$ cat config.mk
export PLATFORM = sky130hd
export DESIGN_NAME = multicycle_controller_flat
export DESIGN_NICKNAME = d
export VERILOG_FILES = /design/src/rtl/riscv_ctrl_pkg.sv /design/src/rtl/multicycle_controller_if.sv /design/src/rtl/alu_decoder.sv /design/src/rtl/multicycle_controller.sv /design/src/flat_wrapper.sv
export SDC_FILE = /design/constraint.sdc
export NUM_CORES = 1
export LEC_CHECK = 0
export CAP_MARGIN = 20
export CORE_MARGIN = 5
export CORE_UTILIZATION = 43
export DETAILED_ROUTE_END_ITERATION = 7
export GPL_ROUTABILITY_DRIVEN = 0
export PLACE_DENSITY = 0.72
export SLEW_MARGIN = 20
export SYNTH_ARGS = -nofsm -noshare
export SYNTH_HDL_FRONTEND = slang
export SYNTH_SLANG_ARGS = --single-unit
$ cat constraint.sdc
create_clock -name CLK -period 2.97 [get_ports CLK]
set_input_delay 0.4455 -clock CLK [delete_from_list [all_inputs] [get_ports CLK]]
set_output_delay 0.4455 -clock CLK [all_outputs]
set_load 0.005 [all_outputs]
$ cat src/rtl/riscv_ctrl_pkg.sv
`default_nettype none
// ============================================================================
// Module      : riscv_ctrl_pkg
// Description : Shared types and encodings for the multicycle RV32 controller.
// Revision    : 1.0
// ============================================================================
package riscv_ctrl_pkg;

    typedef enum logic [3:0] {
        S_FETCH    = 4'd0,
        S_DECODE   = 4'd1,
        S_MEMADR   = 4'd2,
        S_MEMREAD  = 4'd3,
        S_MEMWB    = 4'd4,
        S_MEMWRITE = 4'd5,
        S_EXECR    = 4'd6,
        S_EXECI    = 4'd7,
        S_ALUWB    = 4'd8,
        S_JAL      = 4'd9,
        S_BEQ      = 4'd10,
        S_HALT     = 4'd11
    } state_t;

    typedef enum logic [1:0] {
        ALUOP_ADD   = 2'b00,
        ALUOP_SUB   = 2'b01,
        ALUOP_FUNCT = 2'b10
    } aluop_t;

    localparam logic [6:0] c_op_load  = 7'b0000011;
    localparam logic [6:0] c_op_store = 7'b0100011;
    localparam logic [6:0] c_op_rtype = 7'b0110011;
    localparam logic [6:0] c_op_itype = 7'b0010011;
    localparam logic [6:0] c_op_jal   = 7'b1101111;
    localparam logic [6:0] c_op_beq   = 7'b1100011;

    localparam logic [2:0] c_alu_add = 3'b000;
    localparam logic [2:0] c_alu_sub = 3'b001;
    localparam logic [2:0] c_alu_and = 3'b010;
    localparam logic [2:0] c_alu_or  = 3'b011;
    localparam logic [2:0] c_alu_slt = 3'b101;

    localparam logic [1:0] c_imm_i = 2'b00;
    localparam logic [1:0] c_imm_s = 2'b01;
    localparam logic [1:0] c_imm_b = 2'b10;
    localparam logic [1:0] c_imm_j = 2'b11;

    localparam logic [1:0] c_res_aluout    = 2'b00;
    localparam logic [1:0] c_res_data      = 2'b01;
    localparam logic [1:0] c_res_aluresult = 2'b10;

    localparam logic [1:0] c_srca_pc    = 2'b00;
    localparam logic [1:0] c_srca_oldpc = 2'b01;
    localparam logic [1:0] c_srca_rd1   = 2'b10;

    localparam logic [1:0] c_srcb_rd2  = 2'b00;
    localparam logic [1:0] c_srcb_imm  = 2'b01;
    localparam logic [1:0] c_srcb_four = 2'b10;

    function automatic logic [1:0] imm_src(input logic [6:0] op);
        case (op)
            c_op_store: imm_src = c_imm_s;
            c_op_beq:   imm_src = c_imm_b;
            c_op_jal:   imm_src = c_imm_j;
            default:    imm_src = c_imm_i;
        endcase
    endfunction

endpackage
`default_nettype wire

$ cat src/rtl/multicycle_controller_if.sv
`default_nettype none
// ============================================================================
// Module      : multicycle_controller_if
// Description : Instruction fields and status in, datapath controls out.
// Revision    : 1.0
// ============================================================================
interface multicycle_controller_if;
    logic [6:0]  op;
    logic [2:0]  funct3;
    logic        funct7b5;
    logic        Zero;
    logic        MemReady;
    logic        PCWrite;
    logic        AdrSrc;
    logic        MemWrite;
    logic        IRWrite;
    logic [1:0]  ResultSrc;
    logic [1:0]  ALUSrcA;
    logic [1:0]  ALUSrcB;
    logic [2:0]  ALUControl;
    logic [1:0]  ImmSrc;
    logic        RegWrite;
    logic        Halted;
    logic [31:0] InstRet;

    modport master (
        output op, funct3, funct7b5, Zero, MemReady,
        input  PCWrite, AdrSrc, MemWrite, IRWrite, ResultSrc, ALUSrcA, ALUSrcB,
               ALUControl, ImmSrc, RegWrite, Halted, InstRet
    );

    modport slave (
        input  op, funct3, funct7b5, Zero, MemReady,
        output PCWrite, AdrSrc, MemWrite, IRWrite, ResultSrc, ALUSrcA, ALUSrcB,
               ALUControl, ImmSrc, RegWrite, Halted, InstRet
    );
endinterface
`default_nettype wire

$ cat src/rtl/alu_decoder.sv
`default_nettype none
// ============================================================================
// Module      : alu_decoder
// Description : Maps ALUOp and instruction function fields to ALUControl.
// Revision    : 1.0
// ============================================================================
module alu_decoder
    import riscv_ctrl_pkg::*;
(
    input  aluop_t     i_aluop,
    input  logic [2:0] i_funct3,
    input  logic       i_funct7b5,
    input  logic       i_op5,
    output logic [2:0] o_alucontrol
);
    always_comb begin
        o_alucontrol = c_alu_add;
        case (i_aluop)
            ALUOP_SUB: o_alucontrol = c_alu_sub;
            ALUOP_FUNCT: begin
                case (i_funct3)
                    // Only R-type with bit 30 set is a subtract; addi never is.
                    3'b000:  o_alucontrol = ({i_op5, i_funct7b5} == 2'b11) ? c_alu_sub : c_alu_add;
                    3'b010:  o_alucontrol = c_alu_slt;
                    3'b110:  o_alucontrol = c_alu_or;
                    3'b111:  o_alucontrol = c_alu_and;
                    default: o_alucontrol = c_alu_add;
                endcase
            end
            default: o_alucontrol = c_alu_add;
        endcase
    end
endmodule
`default_nettype wire

$ cat src/rtl/multicycle_controller.sv
`default_nettype none
// ============================================================================
// Module      : multicycle_controller
// Description : Multicycle RV32 control FSM with halt flag and retire counter.
// Revision    : 1.0
// ============================================================================
module multicycle_controller #(
    parameter bit MEM_WAIT_EN = 1'b1
) (
    input  logic                   CLK,
    input  logic                   RST,
    multicycle_controller_if.slave bus
);
    import riscv_ctrl_pkg::*;

    state_t      r_state;
    state_t      w_next;
    logic [31:0] r_instret;
    logic        r_halted;
    aluop_t      w_aluop;
    logic        w_ready;
    logic        w_retire;
    logic        w_pcwrite;
    logic        w_irwrite;
    logic        w_memwrite;
    logic        w_regwrite;
    logic        w_adrsrc;
    logic [1:0]  w_resultsrc;
    logic [1:0]  w_alusrca;
    logic [1:0]  w_alusrcb;
    logic [2:0]  w_alucontrol;

    generate
        if (MEM_WAIT_EN) begin : g_mem_wait
            assign w_ready = bus.MemReady;
        end else begin : g_no_mem_wait
            assign w_ready = 1'b1;
        end
    endgenerate

    always_ff @(posedge CLK) begin
        if (RST) begin
            r_state   <= S_FETCH;
            r_halted  <= 1'b0;
            r_instret <= 32'd0;
        end else begin
            r_state <= w_next;
            if (w_next == S_HALT) begin
                r_halted <= 1'b1;
            end
            if (w_retire) begin
                r_instret <= r_instret + 32'd1;
            end
        end
    end

    always_comb begin
        w_next      = r_state;
        w_pcwrite   = 1'b0;
        w_irwrite   = 1'b0;
        w_memwrite  = 1'b0;
        w_regwrite  = 1'b0;
        w_adrsrc    = 1'b0;
        w_resultsrc = c_res_aluout;
        w_alusrca   = c_srca_pc;
        w_alusrcb   = c_srcb_rd2;
        w_aluop     = ALUOP_ADD;
        case (r_state)
            S_FETCH: begin
                w_resultsrc = c_res_aluresult;
                w_alusrcb   = c_srcb_four;
                w_irwrite   = w_ready;
                w_pcwrite   = w_ready;
                if (w_ready) w_next = S_DECODE;
            end
            S_DECODE: begin
                w_alusrca = c_srca_oldpc;
                w_alusrcb = c_srcb_imm;
                case (bus.op)
                    c_op_load, c_op_store: w_next = S_MEMADR;
                    c_op_rtype:            w_next = S_EXECR;
                    c_op_itype:            w_next = S_EXECI;
                    c_op_jal:              w_next = S_JAL;
                    c_op_beq:              w_next = S_BEQ;
                    default:               w_next = S_HALT;
                endcase
            end
            S_MEMADR: begin
                w_alusrca = c_srca_rd1;
                w_alusrcb = c_srcb_imm;
                w_next    = (bus.op == c_op_load) ? S_MEMREAD : S_MEMWRITE;
            end
            S_MEMREAD: begin
                w_adrsrc = 1'b1;
                if (w_ready) w_next = S_MEMWB;
            end
            S_MEMWB: begin
                w_resultsrc = c_res_data;
                w_regwrite  = 1'b1;
                w_next      = S_FETCH;
            end
            S_MEMWRITE: begin
                w_adrsrc   = 1'b1;
                w_memwrite = 1'b1;
                if (w_ready) w_next = S_FETCH;
            end
            S_EXECR, S_EXECI: begin
                w_alusrca = c_srca_rd1;
                w_alusrcb = (r_state == S_EXECI) ? c_srcb_imm : c_srcb_rd2;
                w_aluop   = ALUOP_FUNCT;
                w_next    = S_ALUWB;
            end
            S_ALUWB: begin
                w_regwrite = 1'b1;
                w_next     = S_FETCH;
            end
            S_JAL: begin
                w_alusrca = c_srca_oldpc;
                w_alusrcb = c_srcb_four;
                w_pcwrite = 1'b1;
                w_next    = S_ALUWB;
            end
            S_BEQ: begin
                w_alusrca = c_srca_rd1;
                w_alusrcb = c_srcb_rd2;
                w_aluop   = ALUOP_SUB;
                w_pcwrite = bus.Zero;
                w_next    = S_FETCH;
            end
            S_HALT: w_next = S_HALT;
            default: w_next = S_FETCH;
        endcase
    end

    assign w_retire = (w_next == S_FETCH) &&
                      ((r_state == S_MEMWB) || (r_state == S_MEMWRITE) ||
                       (r_state == S_ALUWB) || (r_state == S_BEQ));

    alu_decoder u_alu_decoder (
        .i_aluop      (w_aluop),
        .i_funct3     (bus.funct3),
        .i_funct7b5   (bus.funct7b5),
        .i_op5        (bus.op[5]),
        .o_alucontrol (w_alucontrol)
    );

    // Write enables are gated by reset so an aborted access never commits.
    assign bus.PCWrite    = w_pcwrite  & ~RST;
    assign bus.IRWrite    = w_irwrite  & ~RST;
    assign bus.MemWrite   = w_memwrite & ~RST;
    assign bus.RegWrite   = w_regwrite & ~RST;
    assign bus.AdrSrc     = w_adrsrc;
    assign bus.ResultSrc  = w_resultsrc;
    assign bus.ALUSrcA    = w_alusrca;
    assign bus.ALUSrcB    = w_alusrcb;
    assign bus.ALUControl = w_alucontrol;
    assign bus.ImmSrc     = imm_src(bus.op);
    assign bus.Halted     = r_halted;
    assign bus.InstRet    = r_instret;
endmodule
`default_nettype wire
$ cat src/flat_wrapper.sv
// flat-port wrapper written by rule: the top's interface ports become plain ports
module multicycle_controller_flat import riscv_ctrl_pkg::*;
#(
    parameter bit MEM_WAIT_EN = 1'b1
)
  (CLK, RST, bus_op, bus_funct3, bus_funct7b5, bus_Zero, bus_MemReady, bus_PCWrite, bus_AdrSrc, bus_MemWrite, bus_IRWrite, bus_ResultSrc, bus_ALUSrcA, bus_ALUSrcB, bus_ALUControl, bus_ImmSrc, bus_RegWrite, bus_Halted, bus_InstRet);
  multicycle_controller_if bus_i ();
  input  logic CLK;
  input  logic RST;
  input wire logic [$bits(bus_i.op)-1:0] bus_op;
  input wire logic [$bits(bus_i.funct3)-1:0] bus_funct3;
  input wire logic [$bits(bus_i.funct7b5)-1:0] bus_funct7b5;
  input wire logic [$bits(bus_i.Zero)-1:0] bus_Zero;
  input wire logic [$bits(bus_i.MemReady)-1:0] bus_MemReady;
  output wire logic [$bits(bus_i.PCWrite)-1:0] bus_PCWrite;
  output wire logic [$bits(bus_i.AdrSrc)-1:0] bus_AdrSrc;
  output wire logic [$bits(bus_i.MemWrite)-1:0] bus_MemWrite;
  output wire logic [$bits(bus_i.IRWrite)-1:0] bus_IRWrite;
  output wire logic [$bits(bus_i.ResultSrc)-1:0] bus_ResultSrc;
  output wire logic [$bits(bus_i.ALUSrcA)-1:0] bus_ALUSrcA;
  output wire logic [$bits(bus_i.ALUSrcB)-1:0] bus_ALUSrcB;
  output wire logic [$bits(bus_i.ALUControl)-1:0] bus_ALUControl;
  output wire logic [$bits(bus_i.ImmSrc)-1:0] bus_ImmSrc;
  output wire logic [$bits(bus_i.RegWrite)-1:0] bus_RegWrite;
  output wire logic [$bits(bus_i.Halted)-1:0] bus_Halted;
  output wire logic [$bits(bus_i.InstRet)-1:0] bus_InstRet;
  assign bus_i.op = bus_op;
  assign bus_i.funct3 = bus_funct3;
  assign bus_i.funct7b5 = bus_funct7b5;
  assign bus_i.Zero = bus_Zero;
  assign bus_i.MemReady = bus_MemReady;
  assign bus_PCWrite = bus_i.PCWrite;
  assign bus_AdrSrc = bus_i.AdrSrc;
  assign bus_MemWrite = bus_i.MemWrite;
  assign bus_IRWrite = bus_i.IRWrite;
  assign bus_ResultSrc = bus_i.ResultSrc;
  assign bus_ALUSrcA = bus_i.ALUSrcA;
  assign bus_ALUSrcB = bus_i.ALUSrcB;
  assign bus_ALUControl = bus_i.ALUControl;
  assign bus_ImmSrc = bus_i.ImmSrc;
  assign bus_RegWrite = bus_i.RegWrite;
  assign bus_Halted = bus_i.Halted;
  assign bus_InstRet = bus_i.InstRet;
  multicycle_controller #(.MEM_WAIT_EN(MEM_WAIT_EN)) u_core (.CLK(CLK), .RST(RST), .bus(bus_i));
endmodule
==> summary.txt <==
Run status
  • Status: complete, no violations

Placement
  • Port Buf Inserts: between 60 and 70
  • Post-DP HPWL: 4620 um

Global routing
  • Largest net degree at the start of global routing: 54
  • Global-route wire length before repair: roughly 11000 um
  • Vias in the first global route: ~2400
  • GRT Overall Usage: 17.1%
  • Antenna violations before repair: 0
  • Grt total ovfl: 0

STA
  • Setup repair after global routing missed its margin: false
  • Maximum clock rate: between 300 and 400 MHz
  • Fin crit period: 2.71 ns
  • Worst hold slack: roughly 0.47 ns
  • Slew HR: 44.3%
  • Final TNS setup: 0 ns
  • Final count of hold timing violations: 0
  • Final setup viols: 0
  • Fin. max-slew vios: 0
  • Worst-margin pin slew: 0.834 ns
  • Clk_skew: 0.00626 ns
  • Fin crit share: 91.3%

Clock network
  • # clock sinks: 37
  • CTS tree: done
  • Post CTS Setup Buffer Count: 0
  • Root buf cell: clkbuf_8
  • H-Tree Depth: 2
  • CTS buffer count: 5
  • Max Buffers Root-to-Sink: 2
  • Worst-path clk slew: 0.07 ns
  • Skew-Pair Late Insertion Delay: roughly 0.29 ns
  • Hold-fix buffers, CTS: 0

Power
  • Switching share of power: 31.9%
  • Sequential power share: 41.6%
  • Combinational share of power: roughly a third
  • Worst-case vdd ir drop: 0.000196 V
  • Psw: around 0.42 mW
  • P_int: 0.893 mW
  • Leak: 1.11 nW
  • Clock power share: 26.4%
  • Power Density: about 400 nW/um2

Layout
  • Inserted Diodes: 0
  • Share of layout cells above drive strength 1: 10.8%
  • FILL cells: 504
  • Area grow syn2layout: 31.3%
  • Nets: 378

Routing
  • DR WL/cell: ~15 um
  • Final ANT Viol Nets: 0
  • Vias: 2460
  • 1st-iter DRT viols: 122
  • Drt total wl: 6390 um
  • Vias per cell: 5.68
  • # DRC: 0
  • First-pass DRT Iterations: 4

Synthesis
  • Mapped Avg Cell Area: 8.32 um2
  • Post-synth EDFFs: 0
  • Synth cell types: 51
  • Seq cells post-synth: 37
  • Most used flip-flop cell after synthesis: dfxtp_1
  • Mapped cell area: 2500 um2
  • Sequential area share after synthesis: between 20% and 30%
  • Ys Warns: 0
  • Asr flop ratio synth: 0%
  • Synth top area cells: dfxtp_1, mux2_1, nor2_1
  • Mapped Cells: 301
  • Cell taking the most area after synthesis: dfxtp_1
  • Top-area cell type share of the netlist area: ~30%
  • Syn nets: 319

Setup path
  • Setup crit start kind: register
  • CP Max Fanout: 7
  • Critical path type: reg2out
  • R2R depth: 4
  • R2R setup slack: just over 0.7 ns
  • CP Data Required Time: 2.52 ns
  • Worst flop-to-flop path startpoint: u_core.r_state[2]$_SDFF_PP0_
  • Crit end category: primary output
  • Crit Reg-Reg Endpoint: u_core.bus.InstRet[12]$_SDFFE_PP0P_
  • Worst EP arrival: 2.27 ns
  • Setup crit start: u_core.r_state[0]$_SDFF_PP0_
  • Crit path to: bus_ALUControl[2]

Floorplanning
  • Core box area: 5570 um2
  • Die width: 86.3 um
  • Initial core utilization: 44.9%
  • FP Rows: 27
  • Die area: 7450 um2
  • Die Span Y: 86.3 um
  • I/O pin cnt: 64

Hold path
  • Hold Crit Class: reg2reg

Run
  • Max-cap violations: 0
[Yosys cell counts (2+ instances only)]
library cell,n
dfxtp_1,37
nor2_1,29
nand2_1,19
a21oi_1,18
clkbuf_1,16
nor2b_1,16
mux2_1,13
inv_1,11
nand3_1,10
o31ai_1,10
or4_1,10
nand2b_1,9
o21ai_0,9
nor3_1,8
nor4_1,6
nand3b_1,5
nor4_2,5
or3_1,5
and3_1,4
buf_2,4
nand4_1,4
nor4b_1,4
xnor2_1,4
a2111oi_2,3
and4_1,3
ha_1,3
or4_4,3
a2111oi_4,2
and2_1,2
buf_6,2
mux2_2,2
mux2i_1,2
o21bai_1,2
o32a_1,2
o41ai_1,2
xor2_1,2
[timing repair]
action / 4_1_cts / 5_1_grt
endpoints found under the hold margin: 0 / 0
resized for setup: 0 / 1
endpoints found under the setup margin: 0 / 1
[how the worst min path moves through the flow]
stage          cells past startpoint  slack [ns]                            from                        endpoint
6_report                           2        0.47  u_core.bus.Halted$_SDFFE_PP0N_  u_core.bus.Halted$_SDFFE_PP0N_
3_3_place_gp                       2        0.47  u_core.bus.Halted$_SDFFE_PP0N_  u_core.bus.Halted$_SDFFE_PP0N_
5_1_grt                            2        0.51  u_core.bus.Halted$_SDFFE_PP0N_  u_core.bus.Halted$_SDFFE_PP0N_
2_1_floorplan                      2        0.45  u_core.bus.Halted$_SDFFE_PP0N_  u_core.bus.Halted$_SDFFE_PP0N_
3_5_place_dp                       2        0.46  u_core.bus.Halted$_SDFFE_PP0N_  u_core.bus.Halted$_SDFFE_PP0N_
4_1_cts                            2        0.48  u_core.bus.Halted$_SDFFE_PP0N_  u_core.bus.Halted$_SDFFE_PP0N_
[placed cells by master, fill, tap and decap left out, types with 2 or more instances in the layout]
cell and instances:
or3_1 5, nor3_1 8, a2111oi_4 2, nand3_1 10
nor4_1 5, and3_1 4, nand3b_1 5, xnor2_1 4
o31ai_1 10, nand4_1 4, mux2i_1 2, or4_1 10
o21ai_0 9, clkdlybuf4s50_1 62, inv_1 11, and2_1 2
nand2b_1 9, ha_1 3, nor4b_1 4, clkbuf_8 5
or4_4 3, mux2_1 13, xor2_1 2, nor4_2 6
a2111oi_2 3, and4_1 3, buf_4 11, clkinv_2 2
o41ai_1 2, o21bai_1 2, nor2b_1 16, a21oi_1 18
nor2_1 29, dfxtp_1 37, o32a_1 2, nand2_1 19
mux2_2 2
[flip-flops by register name (all words and copies together), names as in the netlist]
| register | flops |
|---|---|
| u_core.bus.InstRet | 32 |
| u_core.r_state | 4 |
| u_core.bus.Halted | 1 |
[routing by layer]
| layer | track usage (%) | vias up | share of wire, % |
|---|---|---|---|
| met5 | 0 | - | 0 |
| met4 | 4.25 | 0 | 1.0 |
| met3 | 6.08 | 9 | 7.8 |
| met2 | 28.8 | 73 | 46 |
| met1 | 20.7 | 1151 | 45 |
| li1 | - | 1227 | - |
[cell families after synthesis]
family	after synthesis	share of synthesized area (%)
DFF	37	29.6
xor gates and xnor gates	6	2.10
adders and majority gates	3	1.50
AOI/OAI and AO/OA	56	17.3
muxes	17	7.54
and+or+nand+nor	149	36.3
buffers and inverters	33	5.74
[area by class of cell]
cell class              count  area [um2]  area share [%]
multi-input cells         231        1630            49.4
flip-flops and latches     37         741            22.5
repair buffers             74         708            21.5
well taps                  72        90.1            2.74
clock buffers               6        72.6            2.21
inverters                  11        41.3            1.26
clock inverters             2        10.0           0.304
[power groups by stage]
stage | sequential [mW] | combinational (mW) | clock [mW]
2_1_floorplan | 0.538 | 0.253 | 0
3_3_place_gp | 0.557 | 0.413 | 0
3_5_place_dp | 0.557 | 0.419 | 0
4_1_cts | 0.546 | 0.421 | 0.357
5_1_grt | 0.550 | 0.460 | 0.386
6_report | 0.546 | 0.420 | 0.346
[worst max-delay path, cell delays in order (launching register included)]
cell and delay [ns]:
dfxtp_1 0.37, nor2b_1 0.16, nand2_1 0.06, or2_2 0.30, inv_1 0.09, ha_1 0.25, nor4_2 0.21, clkdlybuf4s50_1 0.54
[metrics by stage]
stage          setup slack (ns)  std cells  area (um2)  utilization, %  total power, mW
2_1_floorplan             0.821        301        2500               -            0.791
3_3_place_gp              0.312        425        3200            57.4            0.969
3_5_place_dp              0.296        425        3200            57.4            0.976
4_1_cts                   0.239        433        3280            58.9             1.32
5_1_grt                  0.0561        433        3290            59.0             1.40
6_report                  0.259        433        3290            59.0             1.31
Note: power is estimated with default switching activity, not from simulation.
